==> config.mk <==
export PLATFORM = sky130hd
export DESIGN_NAME = pipe_scheduler_flat
export DESIGN_NICKNAME = d
export VERILOG_FILES = /design/src/rtl/flappy_pkg.sv /design/src/rtl/pipe_scheduler_if.sv /design/src/rtl/pipe_slot.sv /design/src/rtl/pipe_scheduler.sv /design/src/flat_wrapper.sv
export SDC_FILE = /design/constraint.sdc
export NUM_CORES = 1
export LEC_CHECK = 0
export CAP_MARGIN = 20
export CELL_PAD_IN_SITES_DETAIL_PLACEMENT = 1
export CELL_PAD_IN_SITES_GLOBAL_PLACEMENT = 1
export CORE_MARGIN = 4
export CORE_UTILIZATION = 40
export CTS_CLUSTER_SIZE = 20
export DETAILED_ROUTE_END_ITERATION = 7
export MAX_ROUTING_LAYER = met4
export PLACE_DENSITY_LB_ADDON = 0.1
export SYNTH_ARGS = -nofsm -noshare
export SYNTH_HDL_FRONTEND = slang
export SYNTH_SLANG_ARGS = --single-unit
export TNS_END_PERCENT = 10
==> constraint.sdc <==
create_clock -name clk -period 5.9 [get_ports clk]
set_clock_uncertainty 0.1 [all_clocks]
set_input_delay 0.59 -clock clk [delete_from_list [all_inputs] [get_ports clk]]
set_output_delay 0.59 -clock clk [all_outputs]
set_load 0.02 [all_outputs]
==> src/rtl/flappy_pkg.sv <==
// Shared game-level types and constants for the pipe datapath.
//   game_state_t : top-level game FSM encoding (IDLE=0, PLAY=1, OVER=2)
//   SCREEN_W_PX / SCREEN_H_PX : visible raster size
//   LFSR_SEED    : reset value of the gap LFSR (any non-zero value works)
//   GAP_BASE     : lowest gap centre row, added to the 8-bit LFSR sample
//   SCORE_MAX    : score saturation point
//   half_gap()   : half opening height of a pipe pair for a given bird size
package flappy_pkg;

  typedef enum logic [1:0] {
    IDLE = 2'd0,
    PLAY = 2'd1,
    OVER = 2'd2
  } game_state_t;

  localparam int         SCREEN_W_PX = 640;
  localparam int         SCREEN_H_PX = 480;
  localparam logic [9:0] LFSR_SEED   = 10'h2A5;
  localparam int         GAP_BASE    = 112;
  localparam logic [9:0] SCORE_MAX   = 10'd999;

  function automatic int half_gap(input int bird_size);
    return 2 * bird_size;
  endfunction

endpackage

==> src/rtl/pipe_scheduler_if.sv <==
// Bundle between the pipe scheduler and the game logic around it.
//   start, collide        : game controls into the scheduler
//   x, y0, y1             : per-slot pipe geometry, slot i at [i*N +: N]
//   active                : per-slot live flag
//   score, state, tick    : game status and scroll strobe
// master = the side driving start/collide, slave = the scheduler.
interface pipe_scheduler_if
  import flappy_pkg::*;
#(
  parameter int N         = 11,
  parameter int NUM_PIPES = 3
);
  logic                   start;
  logic                   collide;
  logic [NUM_PIPES*N-1:0] x;
  logic [NUM_PIPES*N-1:0] y0;
  logic [NUM_PIPES*N-1:0] y1;
  logic [NUM_PIPES-1:0]   active;
  logic [9:0]             score;
  game_state_t            state;
  logic                   tick;

  modport master (
    output start, collide,
    input  x, y0, y1, active, score, state, tick
  );

  modport slave (
    input  start, collide,
    output x, y0, y1, active, score, state, tick
  );
endinterface

==> src/rtl/pipe_slot.sv <==
// One pipe slot: holds left edge x, gap edges y0/y1 and the live flag.
//   clk, reset_n : clock, asynchronous active-low reset
//   clear_i      : game (re)start, drop the pipe and park x at SCREEN_W
//   step_i       : scroll tick accepted this cycle
//   load_i       : this slot was chosen for a spawn (only taken when free)
//   y0_i, y1_i   : gap edges for a spawned pipe
//   x_o, y0_o, y1_o, active_o : registered slot state
//   pass_o       : live pipe's trailing edge is at the bird's left edge
module pipe_slot #(
  parameter int N          = 11,
  parameter int SCREEN_W   = 640,
  parameter int PIPE_WIDTH = 40,
  parameter int BIRD_X     = 100
) (
  input  logic         clk,
  input  logic         reset_n,
  input  logic         clear_i,
  input  logic         step_i,
  input  logic         load_i,
  input  logic [N-1:0] y0_i,
  input  logic [N-1:0] y1_i,
  output logic [N-1:0] x_o,
  output logic [N-1:0] y0_o,
  output logic [N-1:0] y1_o,
  output logic         active_o,
  output logic         pass_o
);
  localparam logic [N-1:0] PARK_X = N'(SCREEN_W);

  logic [N-1:0] x_q, y0_q, y1_q;
  logic         active_q;

  // A slot retiring on this tick is still active here, so it cannot take
  // the load in the same cycle; it becomes eligible on the following tick.
  always_ff @(posedge clk or negedge reset_n) begin
    if (!reset_n) begin
      x_q      <= PARK_X;
      y0_q     <= '0;
      y1_q     <= '0;
      active_q <= 1'b0;
    end else if (clear_i) begin
      x_q      <= PARK_X;
      active_q <= 1'b0;
    end else if (step_i) begin
      if (active_q) begin
        if (x_q == '0) begin
          active_q <= 1'b0;
          x_q      <= PARK_X;
        end else begin
          x_q <= x_q - N'(1);
        end
      end else if (load_i) begin
        active_q <= 1'b1;
        x_q      <= PARK_X;
        y0_q     <= y0_i;
        y1_q     <= y1_i;
      end
    end
  end

  assign x_o      = x_q;
  assign y0_o     = y0_q;
  assign y1_o     = y1_q;
  assign active_o = active_q;
  assign pass_o   = active_q && ((x_q + N'(PIPE_WIDTH)) == N'(BIRD_X));

endmodule

==> src/rtl/pipe_scheduler.sv <==
// Game-level sequencer: game FSM, scroll-tick divider, gap LFSR, spawn
// selection over a pool of pipe slots, and score keeping.
//   clk     : system clock
//   reset_n : asynchronous active-low reset
//   bus     : slave side of pipe_scheduler_if (start/collide in; pipe
//             geometry, active flags, score, state and tick out)
module pipe_scheduler
  import flappy_pkg::*;
#(
  parameter int N          = 11,
  parameter int NUM_PIPES  = 3,
  parameter int SCREEN_W   = SCREEN_W_PX,
  parameter int SPAWN_GAP  = 214,
  parameter int TICK_DIV   = 4166666,
  parameter int BIRD_X     = 100,
  parameter int PIPE_WIDTH = 40,
  parameter int BIRD_SIZE  = 15
) (
  input  logic             clk,
  input  logic             reset_n,
  pipe_scheduler_if.slave  bus
);
  localparam int DIV_W = (TICK_DIV  > 1) ? $clog2(TICK_DIV)  : 1;
  localparam int SP_W  = (SPAWN_GAP > 1) ? $clog2(SPAWN_GAP) : 1;
  localparam int PC_W  = $clog2(NUM_PIPES + 1);
  localparam logic [N-1:0] HALF_N = N'(half_gap(BIRD_SIZE));
  localparam logic [N-1:0] BASE_N = N'(GAP_BASE);

  game_state_t      state_q;
  logic             tick_q;
  logic [DIV_W-1:0] div_q;
  logic [SP_W-1:0]  spawn_cnt_q, spawn_cnt_d;
  logic [9:0]       score_q, score_d;
  logic [9:0]       lfsr_q, lfsr_d;

  logic [NUM_PIPES-1:0][N-1:0] x_w, y0_w, y1_w;
  logic [NUM_PIPES-1:0]        active_w, pass_w, load;
  logic                        free_found;
  logic [PC_W-1:0]             pass_cnt;
  logic [10:0]                 score_sum;
  logic [N-1:0]                gap_c, y0_new, y1_new;
  logic                        clear, step;

  // x^10 + x^7 + 1, shifting toward the MSB
  assign lfsr_d = {lfsr_q[8:0], lfsr_q[9] ^ lfsr_q[6]};

  assign clear = (state_q != PLAY) && bus.start;
  // collide on a tick cycle wins: the tick is dropped entirely
  assign step  = (state_q == PLAY) && tick_q && !bus.collide;

  assign gap_c  = BASE_N + N'(lfsr_q[7:0]);
  assign y0_new = gap_c + HALF_N;
  assign y1_new = gap_c - HALF_N;

  // Lowest-index free slot wins; only offered when the spawn counter is due.
  always_comb begin
    load       = '0;
    free_found = 1'b0;
    for (int i = 0; i < NUM_PIPES; i++) begin
      if (!active_w[i] && !free_found) begin
        load[i]    = (spawn_cnt_q == '0);
        free_found = 1'b1;
      end
    end
  end

  // A due spawn with no free slot keeps the counter at zero so it fires
  // on the first tick that finds a slot.
  always_comb begin
    spawn_cnt_d = '0;
    if (spawn_cnt_q != '0) begin
      spawn_cnt_d = spawn_cnt_q - SP_W'(1);
    end else if (free_found) begin
      spawn_cnt_d = SP_W'(SPAWN_GAP - 1);
    end
  end

  always_comb begin
    pass_cnt = '0;
    for (int i = 0; i < NUM_PIPES; i++) begin
      pass_cnt = pass_cnt + PC_W'(pass_w[i]);
    end
    score_sum = {1'b0, score_q} + 11'(pass_cnt);
    score_d   = (score_sum > 11'(SCORE_MAX)) ? SCORE_MAX : score_sum[9:0];
  end

  always_ff @(posedge clk or negedge reset_n) begin
    if (!reset_n) begin
      state_q     <= IDLE;
      tick_q      <= 1'b0;
      div_q       <= '0;
      spawn_cnt_q <= '0;
      score_q     <= '0;
      lfsr_q      <= LFSR_SEED;
    end else begin
      lfsr_q <= lfsr_d;
      case (state_q)
        IDLE, OVER: begin
          tick_q <= 1'b0;
          if (bus.start) begin
            state_q     <= PLAY;
            div_q       <= '0;
            spawn_cnt_q <= '0;
            score_q     <= '0;
          end
        end
        PLAY: begin
          if (bus.collide) begin
            state_q <= OVER;
            tick_q  <= 1'b0;
          end else begin
            if (div_q == DIV_W'(TICK_DIV - 1)) begin
              div_q  <= '0;
              tick_q <= 1'b1;
            end else begin
              div_q  <= div_q + DIV_W'(1);
              tick_q <= 1'b0;
            end
            if (tick_q) begin
              score_q     <= score_d;
              spawn_cnt_q <= spawn_cnt_d;
            end
          end
        end
        default: begin
          state_q <= IDLE;
          tick_q  <= 1'b0;
        end
      endcase
    end
  end

  for (genvar gi = 0; gi < NUM_PIPES; gi++) begin : g_slot
    pipe_slot #(
      .N         (N),
      .SCREEN_W  (SCREEN_W),
      .PIPE_WIDTH(PIPE_WIDTH),
      .BIRD_X    (BIRD_X)
    ) u_slot (
      .clk     (clk),
      .reset_n (reset_n),
      .clear_i (clear),
      .step_i  (step),
      .load_i  (load[gi]),
      .y0_i    (y0_new),
      .y1_i    (y1_new),
      .x_o     (x_w[gi]),
      .y0_o    (y0_w[gi]),
      .y1_o    (y1_w[gi]),
      .active_o(active_w[gi]),
      .pass_o  (pass_w[gi])
    );
  end

  assign bus.x      = x_w;
  assign bus.y0     = y0_w;
  assign bus.y1     = y1_w;
  assign bus.active = active_w;
  assign bus.score  = score_q;
  assign bus.state  = state_q;
  assign bus.tick   = tick_q;

endmodule

==> src/flat_wrapper.sv <==
// flat-port wrapper written by rule: the top's interface ports become plain ports
module pipe_scheduler_flat import flappy_pkg::*;
#(
  parameter int N          = 11,
  parameter int NUM_PIPES  = 3,
  parameter int SCREEN_W   = SCREEN_W_PX,
  parameter int SPAWN_GAP  = 214,
  parameter int TICK_DIV   = 4166666,
  parameter int BIRD_X     = 100,
  parameter int PIPE_WIDTH = 40,
  parameter int BIRD_SIZE  = 15
)
  (clk, reset_n, bus_start, bus_collide, bus_x, bus_y0, bus_y1, bus_active, bus_score, bus_state, bus_tick);
  pipe_scheduler_if #(.N(N), .NUM_PIPES(NUM_PIPES)) bus_i ();
  input  logic clk;
  input  logic reset_n;
  input wire logic [$bits(bus_i.start)-1:0] bus_start;
  input wire logic [$bits(bus_i.collide)-1:0] bus_collide;
  output wire logic [$bits(bus_i.x)-1:0] bus_x;
  output wire logic [$bits(bus_i.y0)-1:0] bus_y0;
  output wire logic [$bits(bus_i.y1)-1:0] bus_y1;
  output wire logic [$bits(bus_i.active)-1:0] bus_active;
  output wire logic [$bits(bus_i.score)-1:0] bus_score;
  output wire logic [$bits(bus_i.state)-1:0] bus_state;
  output wire logic [$bits(bus_i.tick)-1:0] bus_tick;
  assign bus_i.start = bus_start;
  assign bus_i.collide = bus_collide;
  assign bus_x = bus_i.x;
  assign bus_y0 = bus_i.y0;
  assign bus_y1 = bus_i.y1;
  assign bus_active = bus_i.active;
  assign bus_score = bus_i.score;
  assign bus_state = bus_i.state;
  assign bus_tick = bus_i.tick;
  pipe_scheduler #(.N(N), .NUM_PIPES(NUM_PIPES), .SCREEN_W(SCREEN_W), .SPAWN_GAP(SPAWN_GAP), .TICK_DIV(TICK_DIV), .BIRD_X(BIRD_X), .PIPE_WIDTH(PIPE_WIDTH), .BIRD_SIZE(BIRD_SIZE)) u_core (.clk(clk), .reset_n(reset_n), .bus(bus_i));
endmodule
# Word-level counts from Yosys, hierarchy flattened
# Index checks and enable logic that the tools add are counted.
[totals] out_inout_bits=115 elab_cells=139 reg_bits=155
[op_classes] bitwise=5 n_eq_ne=11 n_reduce_logical=33 mux=57 n_addsub=14 magnitude_cmp=1
[op_table] operator="2-to-1 mux 11 bit" count=15
[op_table] operator="2-to-1 mux 22 bit" count=3
[op_table] operator="one-hot mux 22 bit (2 select lines)" count=1
[op_table] operator="2-to-1 mux 10 bit" count=4
[op_table] operator="2-to-1 mux 8 bit" count=5
[op_table] operator="adder 11 x 6 -> 11 bit, second input constant" count=3
[op_table] operator="equality test 11 x 7 -> 1 bit, second input constant" count=3
[op_table] operator="zero test 11 bit" count=3
[op_table] operator="subtractor 11 x 1 -> 11 bit, second input constant" count=3
[op_table] operator="2-to-1 mux 1 bit" count=24
[op_table] operator="adder 22 x 1 -> 22 bit, second input constant" count=1
[op_table] operator="equality test 22 bit, second input constant" count=1
[op_table] operator="one-hot mux 10 bit (2 select lines)" count=1
[op_table] operator="one-hot mux 8 bit (2 select lines)" count=1
[op_table] operator="AND reduction 4 bit" count=4
[op_table] operator="adder 10 x 2 -> 11 bit" count=1
[op_table] operator="adder 11 x 5 -> 11 bit, second input constant" count=1
[op_table] operator="greater-than comparator 11 x 10 -> 1 bit, second input constant" count=1
[op_table] operator="subtractor 11 x 5 -> 11 bit, second input constant" count=1
[op_table] operator="adder 7 x 8 -> 9 bit, first input constant" count=1
[op_table] operator="nonzero test 3 bit" count=3
[op_table] operator="logical AND 1 bit" count=8
[op_table] operator="zero test 8 bit" count=1
[op_table] operator="AND reduction 2 bit" count=4
[op_table] operator="other kinds (17)" count=28

# Logic depth before layout (Yosys ltp)
[depth] depth_word=11 mapped_depth=15 depth_no_buf=14

# Cells and area by module
# From an unflattened synthesis, not the netlist that was laid out.
[hier_totals] cells_unflattened=720 hier_area_um2=7786.2
[modules_own_cells] mod="pipe_slot at u_core.g_slot[0].u_slot ..." n_inst=2 area_per_inst_um2=1559.0 cells_per_inst=126
[modules_own_cells] mod="pipe_scheduler" n_inst=1 area_per_inst_um2=3113.0 cells_per_inst=342
[modules_own_cells] mod="pipe_slot at u_core.g_slot[2].u_slot" n_inst=1 area_per_inst_um2=1555.2 cells_per_inst=126

# Worst setup path before layout
# No wires, ideal clock.
[synth_timing] path_type="flip-flop to flip-flop" from="register u_core.g_slot[2].u_slot.x_q[3]" to="register u_core.score_q[2] (netlist: u_core.bus.score[2])" path_stages_with_launch=16 t_required_ns=5.648 arrival_time_ns=3.462 n_path_buf=1 synth_period_minus_slack_ns=3.714 slack_ns=2.186 cell_sequence="dfrtp_1 -> inv_1 -> ha_1 -> nor3_1 -> o2111ai_1 -> fa_1 -> inv_1 -> ha_1 -> fa_1 -> clkbuf_1 -> inv_1 -> o2111ai_1 -> a32o_1 -> o21a_1 -> o2111ai_1 -> o311ai_0"
[synth_between] elab_chain_cells=10
[synth_lines] element="from (decl)" line_no="pipe_slot.sv:30" rtl="logic [N-1:0] x_q, y0_q, y1_q;"
[synth_lines] element="from (signal assigned)" line_no="pipe_slot.sv:50" rtl="x_q <= x_q - N'(1);"
[synth_lines] element="adder 11 x 6 -> 11 bit *" line_no="pipe_slot.sv:65" rtl="assign pass_o = active_q && ((x_q + N'(PIPE_WIDTH)) == N'(BIRD_X));"
[synth_lines] element="equality test 11 x 7 -> 1 bit *" line_no="pipe_slot.sv:65"
[synth_lines] element="logical AND 1 bit *" line_no="pipe_slot.sv:65"
[synth_lines] element="adder 2 x 1 -> 2 bit *" line_no="pipe_scheduler.sv:81" rtl="pass_cnt = pass_cnt + PC_W'(pass_w[i]);"
[synth_lines] element="adder 10 x 2 -> 11 bit *" line_no="pipe_scheduler.sv:83" rtl="score_sum = {1'b0, score_q} + 11'(pass_cnt);"
[synth_lines] element="greater-than comparator 11 x 10 -> 1 bit" line_no="pipe_scheduler.sv:84" rtl="score_d = (score_sum > 11'(SCORE_MAX)) ? SCORE_MAX : score_sum[9:0];"
[synth_lines] element="2-to-1 mux 10 bit *" line_no="pipe_scheduler.sv:84"
[synth_lines] element="2-to-1 mux 10 bit *" line_no="pipe_scheduler.sv:119" rtl="if (tick_q) begin"
[synth_lines] element="2-to-1 mux 10 bit *" line_no="pipe_scheduler.sv:108" rtl="if (bus.collide) begin"
[synth_lines] element="one-hot mux 10 bit (2 select lines) *" line_no="pipe_scheduler.sv:97" rtl="case (state_q)"
[synth_lines] element="to (signal assigned)" line_no="pipe_scheduler.sv:120" rtl="score_q <= score_d;"
[synth_lines] element="to (decl)" line_no="pipe_scheduler.sv:33" rtl="logic [9:0] score_q, score_d;"
# Mark *: on every way between the ends. The rest lies on a longest branch, timed or not. The select of a mux whose other input is x is not followed.
# A chain may end at the register's enable or synchronous reset.

# Worst setup path after layout
[layout_timing] from="register u_core.g_slot[2].u_slot.x_q[0]" to="register u_core.score_q[4] (netlist: u_core.bus.score[4])"
# The elaborated chain is that of the path after synthesis.

==> impl_metrics.prom <==
# TYPE chip_impl_metric gauge
chip_impl_metric{name="ys_seq_area_frac",unit=""} 0.483
chip_impl_metric{name="routedWlPerCell",unit="um"} 18.6
chip_impl_metric{name="power_per_cell_area",unit="nW/um2"} 269
chip_impl_metric{name="clk_path_buf_depth",unit=""} 2
chip_impl_info{name="cts_tree",value="yes"} 1
chip_impl_metric{name="floorplan.die.height",unit="um"} 146
chip_impl_metric{name="gp_routability_congestion",unit=""} 0.852
chip_impl_metric{name="gr-usage-all-layers",unit=""} 0.214
chip_impl_info{name="timing.hold.worst.class",value="in2async"} 1
chip_impl_metric{name="dp_slack",unit="ns"} 1.69
chip_impl_metric{name="worstMarginPinSlew",unit="ns"} 0.998
chip_impl_metric{name="setup_tns",unit="ns"} 0
chip_impl_metric{name="grt_pass1_wl",unit="um"} 36600
chip_impl_metric{name="num-nets-final",unit=""} 946
chip_impl_metric{name="vias_per_cell",unit=""} 5.58
chip_impl_metric{name="cts_num_sinks",unit=""} 146
chip_impl_metric{name="slew_headroom",unit=""} 0.330
chip_impl_metric{name="post_cts_buffers",unit=""} 0
chip_impl_metric{name="netlist_area",unit="um2"} 7590
chip_impl_info{name="synthTopCellsByArea",value="sky130_fd_sc_hd__dfrtp_1 (45%), sky130_fd_sc_hd__o21ai_0 (5.7%), sky130_fd_sc_hd__nand2_1 (5.3%)"} 1
chip_impl_metric{name="synthesis.yosys.warnings",unit=""} 0
chip_impl_metric{name="min_period",unit="ns"} 4.24
chip_impl_metric{name="timing.max_cap.violations",unit=""} 0
chip_impl_metric{name="timing.final.crit_share",unit=""} 0.718
chip_impl_metric{name="finalWorstSetupSlack",unit="ns"} 1.66
chip_impl_metric{name="number_of_enable_flip_flop_cells_after_synthesis",unit=""} 0
chip_impl_metric{name="cts_inserted_buffers",unit=""} 17
chip_impl_metric{name="fp.dieW",unit="um"} 146
chip_impl_metric{name="first_iter_violations",unit=""} 265
chip_impl_info{name="path_cells",value="inv_1 -> ha_1 -> nor4b_1 -> o2111ai_1 -> fa_1 -> inv_1 -> ha_1 -> fa_1 -> and3_1 -> nand3_1 -> nor3_1 -> nor3b_1 -> and3_1 -> o32ai_1"} 1
chip_impl_metric{name="layout-drive-gt1-share",unit=""} 0.0828
chip_impl_metric{name="synth_cell_type_count",unit=""} 64
chip_impl_metric{name="worst_path_clk_slew",unit="ns"} 0.07
chip_impl_metric{name="multiInputGateArea",unit="um2"} 3540
chip_impl_metric{name="insertion_delay",unit="ns"} 0.43
chip_impl_metric{name="drt_first_pass_iters",unit=""} 4
chip_impl_info{name="crit_family",value="simple AND/OR/NAND/NOR gates"} 1
chip_impl_metric{name="detail_route_antenna_nets",unit=""} 0
chip_impl_metric{name="regArea",unit="um2"} 3670
chip_impl_metric{name="initial_antenna_violation_count",unit=""} 0
chip_impl_metric{name="core_region_area",unit="um2"} 18700
chip_impl_metric{name="grt_start_max_net_pins",unit=""} 97
chip_impl_info{name="setup_repair_after_global_routing_missed_its_margin",value="no"} 1
chip_impl_metric{name="design.portCount",unit=""} 119
chip_impl_info{name="synth_largest_area_cell",value="sky130_fd_sc_hd__dfrtp_1"} 1
chip_impl_metric{name="cts_hold_buffers",unit=""} 0
chip_impl_metric{name="asyncSetResetFlopFracSynth",unit=""} 1.00
chip_impl_metric{name="post_cts_resized",unit=""} 0
chip_impl_metric{name="achievable-frequency",unit="MHz"} 236
chip_impl_metric{name="vdd_drop_max",unit="mV"} 0.212
chip_impl_metric{name="detail_route.wirelength",unit="um"} 21700
chip_impl_metric{name="initial_utilization",unit=""} 0.406
chip_impl_metric{name="route.vias.total",unit=""} 6494
chip_impl_metric{name="p_leak",unit="nW"} 4.05
chip_impl_info{name="critical_path_start_type",value="flop"} 1
chip_impl_metric{name="port_buffers",unit=""} 115
chip_impl_metric{name="timing.final.setup_violations",unit=""} 0
chip_impl_metric{name="fill_cells",unit=""} 2136
chip_impl_metric{name="r2r_slack",unit="ns"} 1.66
chip_impl_metric{name="drcViolationCount",unit=""} 0
chip_impl_metric{name="place_hpwl",unit="um"} 15600
chip_impl_metric{name="rows",unit=""} 50
chip_impl_metric{name="worstPathArrival",unit="ns"} 4.44
chip_impl_metric{name="globalRouteOverflowTotal",unit=""} 0
chip_impl_info{name="crit-reg2reg-capture",value="u_core.bus.score[4]"} 1
chip_impl_info{name="dominantRegCellSynth",value="sky130_fd_sc_hd__dfrtp_1"} 1
chip_impl_metric{name="final-max-slew-violation-count",unit=""} 0
chip_impl_metric{name="synthToLayoutAreaGrowth",unit="%"} 24.1
chip_impl_metric{name="worstPathMaxFanout",unit=""} 9
chip_impl_info{name="worstSetupPathType",value="reg2reg"} 1
chip_impl_metric{name="timing_hold_violations_final",unit=""} 0
chip_impl_metric{name="fp.dieArea",unit="um2"} 21200
chip_impl_metric{name="htreeDepth",unit=""} 4
chip_impl_metric{name="placed_area",unit="um2"} 8820
chip_impl_metric{name="num_antenna_cells",unit=""} 0
chip_impl_metric{name="largest_stage_delay_on_the_critical_path",unit="ns"} 0.58
chip_impl_info{name="outcome",value="finished clean"} 1
chip_impl_metric{name="finalInstanceArea",unit="um2"} 9410
chip_impl_info{name="regToRegStartpoint",value="u_core.g_slot[2].u_slot.x_o[0]"} 1
chip_impl_metric{name="synth_cells",unit=""} 822
chip_impl_metric{name="critical_path_required",unit="ns"} 6.10
chip_impl_info{name="clock_tree.root_cell",value="sky130_fd_sc_hd__clkbuf_16"} 1
chip_impl_metric{name="worstPathBufferInverterCount",unit=""} 2
chip_impl_metric{name="timing.reg2reg.worst_path_depth",unit=""} 14
chip_impl_metric{name="grt_pass1_vias",unit=""} 6937
chip_impl_info{name="worstSetupEndpointType",value="flop"} 1
chip_impl_info{name="most_instantiated_cells_after_synthesis",value="sky130_fd_sc_hd__dfrtp_1 (135), sky130_fd_sc_hd__nand2_1 (107), sky130_fd_sc_hd__o21ai_0 (86)"} 1
chip_impl_info{name="crit_path_top_delay_cell",value="sky130_fd_sc_hd__fa_1"} 1
chip_impl_metric{name="yosys.area.top_type_share",unit=""} 0.445
chip_impl_metric{name="ff_latch_count_synth",unit=""} 146
chip_impl_metric{name="syn_avg_cell_area",unit="um2"} 9.23
chip_impl_info{name="synth.most_common_cell",value="sky130_fd_sc_hd__dfrtp_1"} 1
## cells by family after synthesis
logic type | Yosys count | share of synthesized area
buf+inv | 84 | 0.0521
other cells | 1 | 0.000494
fa+ha+maj | 26 | 0.0445
flops | 146 | 0.483
compound gates | 214 | 0.170
mux | 10 | 0.0147
xor+xnor | 27 | 0.0312
simple gates | 314 | 0.204
## area by class of cell
cell class	count	share of cell area
Clock buffer	17	0.0452
Sequential cell	146	0.390
Tap cell	234	0.0311
Inverter	34	0.0136
Clock inverter	15	0.0148
Timing Repair Buffer	124	0.130
Multi-Input combinational cell	594	0.376
## worst register-to-register path, delay by kind of cell, from the launching register on
family,cells,cell delay (ns)
compound gates,2,0.42
fa+ha+maj,4,1.52
buf+inv,2,0.15
flops,1,0.42
simple gates,6,1.53
## sequential cells by signal (all words and copies together) (netlist names)
register                       flops
u_core.lfsr_q                     10
u_core.g_slot.u_slot.y0_o         24
u_core.bus.state                   2
u_core.bus.score                  10
u_core.g_slot.u_slot.y1_o         33
u_core.bus.tick                    1
u_core.spawn_cnt_q                 8
u_core.div_q                      22
u_core.g_slot.u_slot.active_o      3
u_core.g_slot.u_slot.x_o          33
## report_power, final
group / internal (mW) / switching [mW] / total, mW
Clock: 0.556 / 0.484 / 1.04
Combinational: 0.137 / 0.247 / 0.384
Sequential: 1.04 / 0.0618 / 1.11
## cells in the final DEF, fill, tap and decap left out, types with 11 or more instances in the layout
cell and n:
sky130_fd_sc_hd__a21oi_1 51, sky130_fd_sc_hd__clkbuf_16 17, sky130_fd_sc_hd__clkdlybuf4s50_1 114, sky130_fd_sc_hd__dfrtp_1 135, sky130_fd_sc_hd__dfstp_2 11, sky130_fd_sc_hd__ha_1 23, sky130_fd_sc_hd__inv_1 34, sky130_fd_sc_hd__nand2_1 107
sky130_fd_sc_hd__nand3_1 17, sky130_fd_sc_hd__nand4_1 15, sky130_fd_sc_hd__nor2_1 72, sky130_fd_sc_hd__nor3_1 27, sky130_fd_sc_hd__o21ai_0 86, sky130_fd_sc_hd__o31ai_1 13, sky130_fd_sc_hd__xnor2_1 11, sky130_fd_sc_hd__xor2_1 16
## per-layer routing
metal / up-vias / global-route usage / share of wire
met5: - / - / 0
li1: 3086 / - / -
met4: 0 / 0.0589 / 0.0090
met1: 3263 / 0.273 / 0.46
met2: 129 / 0.358 / 0.50
met3: 16 / 0.0330 / 0.034
## stage by stage
stage / hold slack (ns) / instances / power [mW] / utilization
2_1_floorplan: 0.194 / 824 / 1.36 / -
3_3_place_gp: 0.240 / 1128 / 1.49 / 0.471
3_5_place_dp: 0.242 / 1129 / 1.51 / 0.472
4_1_cts: 0.180 / 1161 / 2.56 / 0.502
5_1_grt: 0.225 / 1164 / 2.65 / 0.503
6_report: 0.152 / 1164 / 2.53 / 0.503
## how the worst max path moves through the flow
stage | to | start | depth (start not counted) | slack (ns)
after floorplan | u_core.bus.score[2] | u_core.g_slot[2].u_slot.x_o[3] | 15 | 2.19
after global placement | u_core.bus.score[2] | u_core.g_slot[2].u_slot.x_o[0] | 14 | 1.93
after detailed placement | u_core.bus.score[2] | u_core.g_slot[2].u_slot.x_o[0] | 14 | 1.69
after CTS | u_core.bus.score[4] | u_core.g_slot[2].u_slot.x_o[0] | 14 | 1.68
after global routing | u_core.bus.score[6] | u_core.g_slot[2].u_slot.x_o[0] | 14 | 1.38
final | u_core.bus.score[4] | u_core.g_slot[2].u_slot.x_o[0] | 14 | 1.66
Power figures use the tool's default switching activity.
